--- config.mk ---
export PLATFORM = sky130hd
export DESIGN_NAME = gemm_tile_scheduler
export DESIGN_NICKNAME = d
export VERILOG_FILES = /design/src/rtl/gemm_tile_scheduler.sv
export SDC_FILE = /design/constraint.sdc
export NUM_CORES = 1
export LEC_CHECK = 0
export CELL_PAD_IN_SITES_DETAIL_PLACEMENT = 1
export CELL_PAD_IN_SITES_GLOBAL_PLACEMENT = 1
export CORE_MARGIN = 3
export CORE_UTILIZATION = 40
export DETAILED_ROUTE_END_ITERATION = 10
export PLACE_DENSITY = 0.68
export SLEW_MARGIN = 20
export SYNTH_ARGS = -nofsm -noshare
export SYNTH_HDL_FRONTEND = slang
export SYNTH_SLANG_ARGS = --single-unit
--- constraint.sdc ---
create_clock -name clk_i -period 15.8 [get_ports clk_i]
set_input_delay 3.16 -clock clk_i [delete_from_list [all_inputs] [get_ports clk_i]]
set_output_delay 3.16 -clock clk_i [all_outputs]
set_load 0.03 [all_outputs]
--- src/rtl/gemm_tile_scheduler.sv ---
// gemm_tile_scheduler
// Tile-level sequencer for the RowPar x ColPar output-stationary MAC array.
// A job of M x K x N is cut into ceil(M/RowPar) x ceil(N/ColPar) output
// tiles, walked with the N-tile index innermost. Each tile takes K+2 cycles:
// K fetch cycles, one drain cycle for the SRAM read latency, and one
// write-back cycle that stores the tile into SRAM C with edge masks.
//
// Ports:
//   clk_i, rst_ni            clock, asynchronous active-low reset
//   start_i                  job start, only looked at while idle
//   M/K/N_size_i             job dimensions, captured when a start is taken
//   sram_a/b_addr_o          registered read addresses for the A and B SRAMs
//   sram_c_addr_o, _we_o     registered write address and strobe for SRAM C
//   mac_valid_o              array operand valid, aligned with SRAM read data
//   mac_init_save_o          first-k strobe, product replaces the accumulator
//   mac_acc_clr_o            accumulator clear while no job is in flight
//   row_valid_o/col_valid_o  per-row/per-column mask of the tile being written
//   busy_o, done_o           job in flight / one-cycle job completion pulse
module gemm_tile_scheduler #(
   parameter int InDataWidth   = 8,
   parameter int AddrWidth     = 16,
   parameter int SizeAddrWidth = 8,
   parameter int RowPar        = 4,
   parameter int ColPar        = 16
) (
   input  logic                     clk_i,
   input  logic                     rst_ni,
   input  logic                     start_i,
   input  logic [SizeAddrWidth-1:0] M_size_i,
   input  logic [SizeAddrWidth-1:0] K_size_i,
   input  logic [SizeAddrWidth-1:0] N_size_i,
   output logic [AddrWidth-1:0]     sram_a_addr_o,
   output logic [AddrWidth-1:0]     sram_b_addr_o,
   output logic [AddrWidth-1:0]     sram_c_addr_o,
   output logic                     sram_c_we_o,
   output logic                     mac_valid_o,
   output logic                     mac_init_save_o,
   output logic                     mac_acc_clr_o,
   output logic [RowPar-1:0]        row_valid_o,
   output logic [ColPar-1:0]        col_valid_o,
   output logic                     busy_o,
   output logic                     done_o
);

   // The element width only documents the array being sequenced; this block
   // carries no element data, so the parameter has nothing to size here.
   if (InDataWidth < 1) begin : g_no_element_width
   end

   typedef enum logic [2:0] {IDLE, FETCH, DRAIN, WRITE, DONE} state_e;

   state_e                   state_q, state_d;
   logic [SizeAddrWidth-1:0] m_size_q, m_size_d, k_size_q, k_size_d, n_size_q, n_size_d;
   logic [SizeAddrWidth-1:0] mt_tiles_q, mt_tiles_d, nt_tiles_q, nt_tiles_d;
   logic [SizeAddrWidth-1:0] mt_q, mt_d, nt_q, nt_d, k_q, k_d;
   logic [AddrWidth-1:0]     a_addr_q, a_addr_d, b_addr_q, b_addr_d, c_addr_q, c_addr_d;
   logic                     c_we_q, c_we_d, valid_q, valid_d, init_save_q, init_save_d;
   logic [RowPar-1:0]        row_valid_q, row_valid_d;
   logic [ColPar-1:0]        col_valid_q, col_valid_d;

   // Tile counts are rounded up one bit wider so a size of all-ones cannot
   // wrap while the rounding constant is added.
   logic [SizeAddrWidth:0]   m_round, n_round;
   assign m_round = {1'b0, M_size_i} + (SizeAddrWidth+1)'(RowPar - 1);
   assign n_round = {1'b0, N_size_i} + (SizeAddrWidth+1)'(ColPar - 1);

   // Next-state and next-output logic. Address and write-back registers are
   // loaded from the state being entered, so they are already valid in the
   // first cycle of FETCH/WRITE. The MAC strobes are the FETCH conditions of
   // the current cycle, which lands them one cycle later next to SRAM data.
   always_comb begin
      state_d     = state_q;
      m_size_d    = m_size_q;
      k_size_d    = k_size_q;
      n_size_d    = n_size_q;
      mt_tiles_d  = mt_tiles_q;
      nt_tiles_d  = nt_tiles_q;
      mt_d        = mt_q;
      nt_d        = nt_q;
      k_d         = k_q;
      a_addr_d    = a_addr_q;
      b_addr_d    = b_addr_q;
      c_addr_d    = c_addr_q;
      c_we_d      = 1'b0;
      row_valid_d = '0;
      col_valid_d = '0;
      valid_d     = (state_q == FETCH);
      init_save_d = (state_q == FETCH) && (k_q == '0);

      case (state_q)
         IDLE: begin
            if (start_i) begin
               m_size_d   = M_size_i;
               k_size_d   = K_size_i;
               n_size_d   = N_size_i;
               mt_tiles_d = SizeAddrWidth'(m_round / (SizeAddrWidth+1)'(RowPar));
               nt_tiles_d = SizeAddrWidth'(n_round / (SizeAddrWidth+1)'(ColPar));
               mt_d       = '0;
               nt_d       = '0;
               k_d        = '0;
               if (M_size_i == '0 || K_size_i == '0 || N_size_i == '0) begin
                  state_d = DONE;
               end else begin
                  state_d = FETCH;
               end
            end
         end
         FETCH: begin
            if (k_q == k_size_q - SizeAddrWidth'(1)) begin
               state_d = DRAIN;
            end else begin
               k_d = k_q + SizeAddrWidth'(1);
            end
         end
         DRAIN: state_d = WRITE;
         WRITE: begin
            k_d     = '0;
            state_d = FETCH;
            if (nt_q == nt_tiles_q - SizeAddrWidth'(1)) begin
               nt_d = '0;
               if (mt_q == mt_tiles_q - SizeAddrWidth'(1)) begin
                  state_d = DONE;
               end else begin
                  mt_d = mt_q + SizeAddrWidth'(1);
               end
            end else begin
               nt_d = nt_q + SizeAddrWidth'(1);
            end
         end
         DONE:    state_d = IDLE;
         default: state_d = IDLE;
      endcase

      // A and B are tile-blocked: each M-tile (N-tile) owns K consecutive words.
      if (state_d == FETCH) begin
         a_addr_d = AddrWidth'(mt_d) * AddrWidth'(k_size_d) + AddrWidth'(k_d);
         b_addr_d = AddrWidth'(nt_d) * AddrWidth'(k_size_d) + AddrWidth'(k_d);
      end

      // Write-back address and edge masks use the tile that just drained.
      if (state_d == WRITE) begin
         c_we_d   = 1'b1;
         c_addr_d = AddrWidth'(mt_q) * AddrWidth'(nt_tiles_q) + AddrWidth'(nt_q);
         for (int r = 0; r < RowPar; r++) begin
            row_valid_d[r] = (int'(mt_q) * RowPar + r) < int'(m_size_q);
         end
         for (int c = 0; c < ColPar; c++) begin
            col_valid_d[c] = (int'(nt_q) * ColPar + c) < int'(n_size_q);
         end
      end
   end

   // State and output registers; reset drops any job in flight at once.
   always_ff @(posedge clk_i or negedge rst_ni) begin
      if (!rst_ni) begin
         state_q     <= IDLE;
         m_size_q    <= '0;
         k_size_q    <= '0;
         n_size_q    <= '0;
         mt_tiles_q  <= '0;
         nt_tiles_q  <= '0;
         mt_q        <= '0;
         nt_q        <= '0;
         k_q         <= '0;
         a_addr_q    <= '0;
         b_addr_q    <= '0;
         c_addr_q    <= '0;
         c_we_q      <= 1'b0;
         valid_q     <= 1'b0;
         init_save_q <= 1'b0;
         row_valid_q <= '0;
         col_valid_q <= '0;
      end else begin
         state_q     <= state_d;
         m_size_q    <= m_size_d;
         k_size_q    <= k_size_d;
         n_size_q    <= n_size_d;
         mt_tiles_q  <= mt_tiles_d;
         nt_tiles_q  <= nt_tiles_d;
         mt_q        <= mt_d;
         nt_q        <= nt_d;
         k_q         <= k_d;
         a_addr_q    <= a_addr_d;
         b_addr_q    <= b_addr_d;
         c_addr_q    <= c_addr_d;
         c_we_q      <= c_we_d;
         valid_q     <= valid_d;
         init_save_q <= init_save_d;
         row_valid_q <= row_valid_d;
         col_valid_q <= col_valid_d;
      end
   end

   assign sram_a_addr_o   = a_addr_q;
   assign sram_b_addr_o   = b_addr_q;
   assign sram_c_addr_o   = c_addr_q;
   assign sram_c_we_o     = c_we_q;
   assign mac_valid_o     = valid_q;
   assign mac_init_save_o = init_save_q;
   assign row_valid_o     = row_valid_q;
   assign col_valid_o     = col_valid_q;
   assign mac_acc_clr_o   = (state_q == IDLE) || (state_q == DONE);
   assign busy_o          = (state_q == FETCH) || (state_q == DRAIN) || (state_q == WRITE);
   assign done_o          = (state_q == DONE);

endmodule

==> results of run 1 <==
-- per-stage QoR --
step / instance area, sq um / cells
after global placement: 13960 / 1831
after global routing: 14550 / 1863
after floorplan: 12630 / 1379
final: 14550 / 1863
after CTS: 14550 / 1863
after detailed placement: 13960 / 1831
-- critical path, stage by stage --
cell and delay (ns):
clkdlybuf4s50_1 0.51, nand2b_1 0.13, nor3_4 0.50, nor2_1 0.29
a21oi_1 0.19, a2bb2oi_1 0.54, inv_1 0.21, nand2_1 0.14
fa_1 0.43, inv_1 0.09, fa_1 0.42, ha_1 0.29
inv_1 0.05, fa_1 0.59, inv_1 0.06, ha_1 0.31
a211oi_1 0.28, nor2_1 0.13, o41ai_1 0.46, o21ai_0 0.24
o41ai_1 0.34, xnor2_1 0.12, mux2_4 0.26
-- cell usage after synthesis, types with 10 or more instances --
| cell | n | area, sq um |
|---|---|---|
| xnor2_1 | 51 | 446.7 |
| mux2_4 | 29 | 435.4 |
| a21o_1 | 12 | 90.09 |
| and2_1 | 28 | 175.2 |
| nor3_1 | 25 | 125.1 |
| o21a_1 | 12 | 90.09 |
| dfrtp_1 | 132 | 3303 |
| nand2_1 | 156 | 585.6 |
| o21ai_0 | 61 | 305.3 |
| nor2_1 | 120 | 450.4 |
| a21oi_1 | 36 | 180.2 |
| fa_1 | 114 | 2282 |
| mux2i_1 | 10 | 100.1 |
| clkbuf_1 | 43 | 161.4 |
| nand3_1 | 22 | 110.1 |
| xor2_1 | 15 | 131.4 |
| ha_1 | 115 | 1439 |
| a31oi_1 | 11 | 68.82 |
| and3_1 | 14 | 87.58 |
| inv_1 | 218 | 818.3 |
-- worst min path at each step --
| stage | startpoint | to | slack [ns] | cells after the start |
|---|---|---|---|---|
| floorplan | n_size_q[3] | n_size_q[3] | 0.46 | 2 |
| global placement | sram_c_addr_o[3] | sram_c_addr_o[3] | 0.46 | 2 |
| detailed placement | sram_c_addr_o[3] | sram_c_addr_o[3] | 0.47 | 2 |
| CTS | sram_c_addr_o[3] | sram_c_addr_o[3] | 0.49 | 2 |
| global route | sram_c_addr_o[2] | sram_c_addr_o[2] | 0.49 | 2 |
| finish | sram_c_addr_o[2] | sram_c_addr_o[2] | 0.48 | 2 |
-- placed cells by master (no fill, tap or decap), types with 7 or more instances in the layout --
master / n
nor2b_1: 8
a31oi_1: 11
nand2b_1: 7
xor2_1: 15
inv_1: 218
a21o_1: 12
and2_1: 28
nor4_1: 8
nand3_1: 22
nor3_1: 25
or2_2: 7
buf_4: 12
mux2_4: 29
mux2_2: 8
clkdlybuf4s50_1: 97
ha_1: 115
mux2i_1: 10
dfrtp_1: 132
a21oi_1: 36
o21ai_0: 61
a22oi_1: 7
nor2_1: 120
nand2_1: 156
and3_1: 14
o21a_1: 12
xnor2_1: 51
clkbuf_16: 17
fa_1: 114
-- kinds of logic after synthesis --
group / count (synthesis) / synth area share
AO/OA/AOI/OAI: 209 / 0.1121
XOR/XNOR: 66 / 0.04579
adder cells (fa/ha/maj): 229 / 0.2947
buffers and inverters: 273 / 0.08404
flip-flops: 132 / 0.2616
multiplexers: 47 / 0.04955
other: 1 / 0.0002970
AND/OR/NAND/NOR: 421 / 0.1518
-- power by group --
part           internal, W  total (W)  switching, W
Combinational     0.000802    0.00182       0.00102
Sequential        0.000445   0.000586      0.000141
Clock             0.000225   0.000411      0.000185
Total              0.00147    0.00282       0.00135
-- final cells by class --
cell class	instances	share of cell area
timing repair buffer	110	0.07369
tap	396	0.03405
clock inverter	15	0.01118
sequential	132	0.2270
inverter	219	0.05649
multi-input combinational	974	0.5684
clock buffer	17	0.02923
-- metal layers --
layer / up-vias / track usage
li1: 4648 / -
met5: - / 0
met1: 4970 / 0.2836
met3: 43 / 0.03047
met2: 155 / 0.3693
met4: 0 / 0.06277
-- sequential cells by signal, summed over array words and instances, names as in the netlist, 3 cells and up --
signal and cells:
nt_tiles_q 5, m_size_q 8, sram_b_addr_o 16, mt_tiles_q 7
col_valid_o 16, k_q 8, sram_c_addr_o 14, k_size_q 8
n_size_q 8, nt_q 8, mt_q 8, row_valid_o 4
sram_a_addr_o 16, state_q 3
==> metrics.txt, run 1 <==
Yosys cell types=72; number of synthesized register bits=132; DRT Pass-1 Iters=4; Core ar.=between 30000 and 40000 sq um; Setup Fix Bufs, Post-CTS=0; Max-Cap Viols=0; worst setup path endpoint=sram_b_addr_o[14]; largest net degree at the start of global routing=70; WL met3=between 1000 and 1500 microns; sequential share of the synthesized area=0.2616; Util after Layout=0.4720; layout cells sized above 1=0.06680; setup TNS=0 ns; Clock Sinks=around 130; hold_ws=approximately 0.48 ns; H-tree Lvls=4; DRC Markers=0; period utilization=0.5968; number of synthesized flops with an enable pin=0; register area=between 3000 and 4000 sq um; Gate Count Post-Synth=between 1000 and 1500; WP data arrival=~9.8 ns; Mapped Avg Cell Area=9.162 sq um; global-route wire length before repair=57480 microns; GP Congestion=0.8622; post-DR wirelength/cell=18.34 microns; post-DP HPWL=26210 microns; Slew HR=0.3666; crit path from=start_i; Post-Route M1 WL=15520 microns; Total GRT Usage=0.2150; initial antenna violation count=0; die area=roughly 34000 sq um; CTS Root Cell=clkbuf_16; Die H=about 180 microns; # resized after CTS=0; crit path capture type=register; nets=1710; dpl ws=5.982 ns; Pwr Density=193.8 nW/um^2; port buffer count=98; Max Slew Vio Count=0; Rows=64; Leak=7.329 nW; setup ws final=6.371 ns; peak supply drop=~0.19 mV; Clock transition at path regs=0.07 ns; HP Class=register to register; Setup Skew=0.01418 ns; Crit Path Class=input port to register; area occupied by multi-input gates=8270 sq um; diode count=0; Clk Latency, worst-skew pair=0.44 ns; Fillers=3550; Final Routed Wirelength=34160 microns; Final ANT Viol Nets=0; vias in the first global route=about 11000; Crit Reg-Reg Startpoint=k_size_q[0]; Inserted Clock Buffers=17; R2R cell count=24; Max Used Layer=met4; area grow syn2layout=15.26%; Post-synth ARST share=1.000; FMAX=106.1 MHz; Mapped Area=12620 sq um; cts hold-fix bufs=0; Starting Density=0.4095; RSZ-0062 raised after global routing=no; I/O pins=101; CTS tree=built; status=completed; CP max FO=11; CP Data Required Time=16.12 ns; actual slew at the worst max-slew pin=0.9502 ns; Synth Flop Type=dfrtp_1; R2R setup slack=8.10 ns; Vias/cell=5.269; CTS max path bufs=2; yosys warns=0; final setup vio count=0; Final Critical Period=9.429 ns; FF-to-FF End=sram_b_addr_o[14]; total grt overflow=0; initial drt markers=~510; Final Total Pwr=0.002821 W; Hold Violations, Final=0; wire length on met2=approximately 17000 microns; CP Launch Type=input port; via count=9816; Die X=183.7 microns
(Power assumes the default switching activity.)
==> run 2, diff against run 1 <==
--- a/config.mk
+++ b/config.mk
@@ -10,7 +10,7 @@
 export CORE_MARGIN = 3
 export CORE_UTILIZATION = 40
 export DETAILED_ROUTE_END_ITERATION = 10
-export PLACE_DENSITY = 0.68
+export PLACE_DENSITY = 0.71
 export SLEW_MARGIN = 20
 export SYNTH_ARGS = -nofsm -noshare
 export SYNTH_HDL_FRONTEND = slang
==> constraint.sdc (replaced) <==
create_clock -name clk_i -period 7.9 [get_ports clk_i]
set_input_delay 1.58 -clock clk_i [delete_from_list [all_inputs] [get_ports clk_i]]
set_output_delay 1.58 -clock clk_i [all_outputs]
set_load 0.03 [all_outputs]
==> run 2 against run 1 <==
Final area rose by 1.3%. Routed wire length rose by 2.2%. Core utilization up 0.63 points. Global-route usage up 0.60 points. Clock power increased by 95%.
==> metrics.txt, run 2 (synthesized netlist as in run 1, its figures left out) <==
Leak=7.444 nW (+1.6%); status=completed; Psw=0.002699 W (+100%); actual slew at the worst max-slew pin=0.8363 ns (-0.1139 ns); peak supply drop=0.4177 mV (+130%); slowest stage cell, crit path=mux2i_1; Inserted Clock Buffers=17 (unchanged); Starting Density=0.4095 (unchanged); setup TNS=0 ns (unchanged); post-DR wirelength/cell=18.49 microns (+0.82%); Sw Share=0.4722 (-0.005765); Rows=64 (unchanged); leading cell type in the layout, fill and taps excluded=inv_1; Final Total Pwr=0.005716 W (+100%); vias in the first global route=11090 (+2.0%); CP Launch Type=input port; total grt overflow=0 (unchanged); Slew HR=0.4281 (+0.06151); Final ANT Viol Nets=0 (unchanged); Max Slew Vio Count=0 (unchanged); Int Power=0.003017 W (+100%); Die X=183.7 microns (unchanged); CP peak stage delay=0.59 ns (about the same); CP Buf/Inv Count=5 (unchanged); Setup Skew=0.01113 ns (-0.003054 ns); post-DP HPWL=27190 microns (+3.7%); nets=1735 (+1.5%); GP Congestion=0.8788 (+1.9%); Reg power frac=0.201 (-0.007); dpl ws=0.01195 ns (-5.970 ns); Die H=183.7 microns (unchanged); CTS Root Cell=clkbuf_16; DRT Pass-1 Iters=5 (+1); hold_ws=0.4722 ns (-0.006464 ns); clock share of power=0.140 (-0.006); Vias/cell=5.289 (+0.38%); HP Class=register to register; Final Routed Wirelength=34900 microns (+2.2%); top cell family by delay on the critical path=adder cells; largest net degree at the start of global routing=84 (+20%); layout cells sized above 1=0.08244 (+0.01564); Final Non-Filler Cells=1888 (+1.3%); Logic pwr share=0.659 (+0.012); cts hold-fix bufs=0 (unchanged); Crit Path Class=input port to register; Clock transition at path regs=0.06 ns (about the same); CTS tree=built; CP max FO=9 (-2); Clk Latency, worst-skew pair=0.45 ns (about the same); global-route wire length before repair=59150 microns (+2.9%); diode count=0 (unchanged); Setup Fix Bufs, Post-CTS=0 (unchanged); crit path capture type=register; WP data arrival=7.79 ns (-1.96 ns); most frequent cells in the layout=inv_1 (218), nand2_1 (156), dfrtp_1 (132); Clock Sinks=132 (unchanged); CTS max path bufs=2 (unchanged); Final Critical Period=7.466 ns; CP Cell Sequence=clkdlybuf4s50_1 > nand2b_1 > nor3_4 > buf_4 > mux2i_1 > inv_1 > and2_1 > fa_1 > fa_1 > fa_1 > inv_1 > fa_1 > inv_1 > ha_1 > o41ai_1 > o21ai_0 > o41ai_1 > xnor2_1 > mux2_4; Total GRT Usage=0.2210 (+0.006029); via count=9986 (+1.7%); Pwr Density=387.7 nW/um^2 (+100%); initial antenna violation count=0 (unchanged); I/O pins=101 (unchanged); initial drt markers=455 (-11%); CP Data Required Time=8.23 ns (-7.89 ns); placed cell count=1856 (+1.4%); port buffer count=98 (unchanged); setup ws final=0.4339 ns (-5.937 ns); FMAX=about 130 MHz; most used cell, CP=fa_1; DRC Markers=0 (unchanged); Hold Violations, Final=0 (unchanged); Core ar.=30830 sq um (unchanged); period utilization=0.9451; area grow syn2layout=16.80%; final setup vio count=0 (unchanged); Max-Cap Viols=0 (unchanged); die area=33730 sq um (unchanged); H-tree Lvls=4 (unchanged); RSZ-0062 raised after global routing=no
==> run 2: cell count changes in the layout (fill, tap and decap cells not counted), sizes merged <==
cell / delta
clkbuf: +3
buf: +25
inv: -6
clkinv: +3
==> run 2: metal layers <==
layer	share of wire	vias up	track usage
met5	0	-	0
met4	0.017	0	0.05759
met3	0.026	39	0.02928
met2	0.50	143	0.3850
met1	0.46	5112	0.2914
li1	-	4692	-
==> run 2: worst reg2reg max path, delay by kind of cell, from the launching register on <==
| kind | cells | cell delay (ns) |
|---|---|---|
| flops | 1 | 0.42 |
| simple gates | 5 | 1.35 |
| compound gates | 6 | 1.37 |
| fa+ha+maj | 6 | 2.70 |
| xor+xnor | 1 | 0.09 |
| mux | 2 | 0.65 |
| buf+inv | 6 | 0.60 |
==> run 2: timing repair <==
| action | in CTS | in global routing |
|---|---|---|
| endpoints found under the hold margin | 0 | 0 |
| gates resized for setup | 0 | 1 |
| setup endpoints to repair | 0 | 1 |
==> run 2: final cells by class <==
type / count / area [sq um]
Fill cell: 3580 / 16080
Multi-Input combinational cell: 974 / 8274
Clock inverter: 12 / 121.4
Inverter: 219 / 822.0
Tap cell: 396 / 495.5
Timing Repair Buffer: 135 / 1272
Sequential cell: 132 / 3303
Clock buffer: 20 / 456.7
==> run 2: path summary, 6_finish.rpt <==
| kind | from | endpoint | slack, ns | depth (start not counted) |
|---|---|---|---|---|
| max | start_i | sram_b_addr_o[14] | 0.43 | 19 |
| min | sram_c_addr_o[1] | sram_c_addr_o[1] | 0.47 | 2 |
| min reg2reg | sram_c_addr_o[1] | sram_c_addr_o[1] | 0.47 | 2 |
| max reg2reg | mt_tiles_q[0] | sram_a_addr_o[14] | 0.57 | 26 |
| max in group asynchronous | rst_ni | sram_a_addr_o[15] | 5.44 | 2 |
| min in group asynchronous | rst_ni | row_valid_o[2] | 1.16 | 1 |
==> run 2: power groups by stage <==
stage | registers [W] | clock network [W] | logic [W]
after CTS | 0.00115 | 0.000820 | 0.00382
after global placement | 0.00115 | 0 | 0.00369
after global routing | 0.00118 | 0.000852 | 0.00427
final | 0.00115 | 0.000801 | 0.00377
after detailed placement | 0.00116 | 0 | 0.00376
after floorplan | 0.00115 | 0 | 0.00270
==> run 2: metrics by stage <==
| step | cell area, sq um | utilization |
|---|---|---|
| finish | 14750 | 0.4783 |
| global route | 14750 | 0.4783 |
| CTS | 14740 | 0.4782 |
| detailed placement | 14160 | 0.4594 |
| global placement | 14160 | 0.4594 |
| floorplan | 12630 | - |
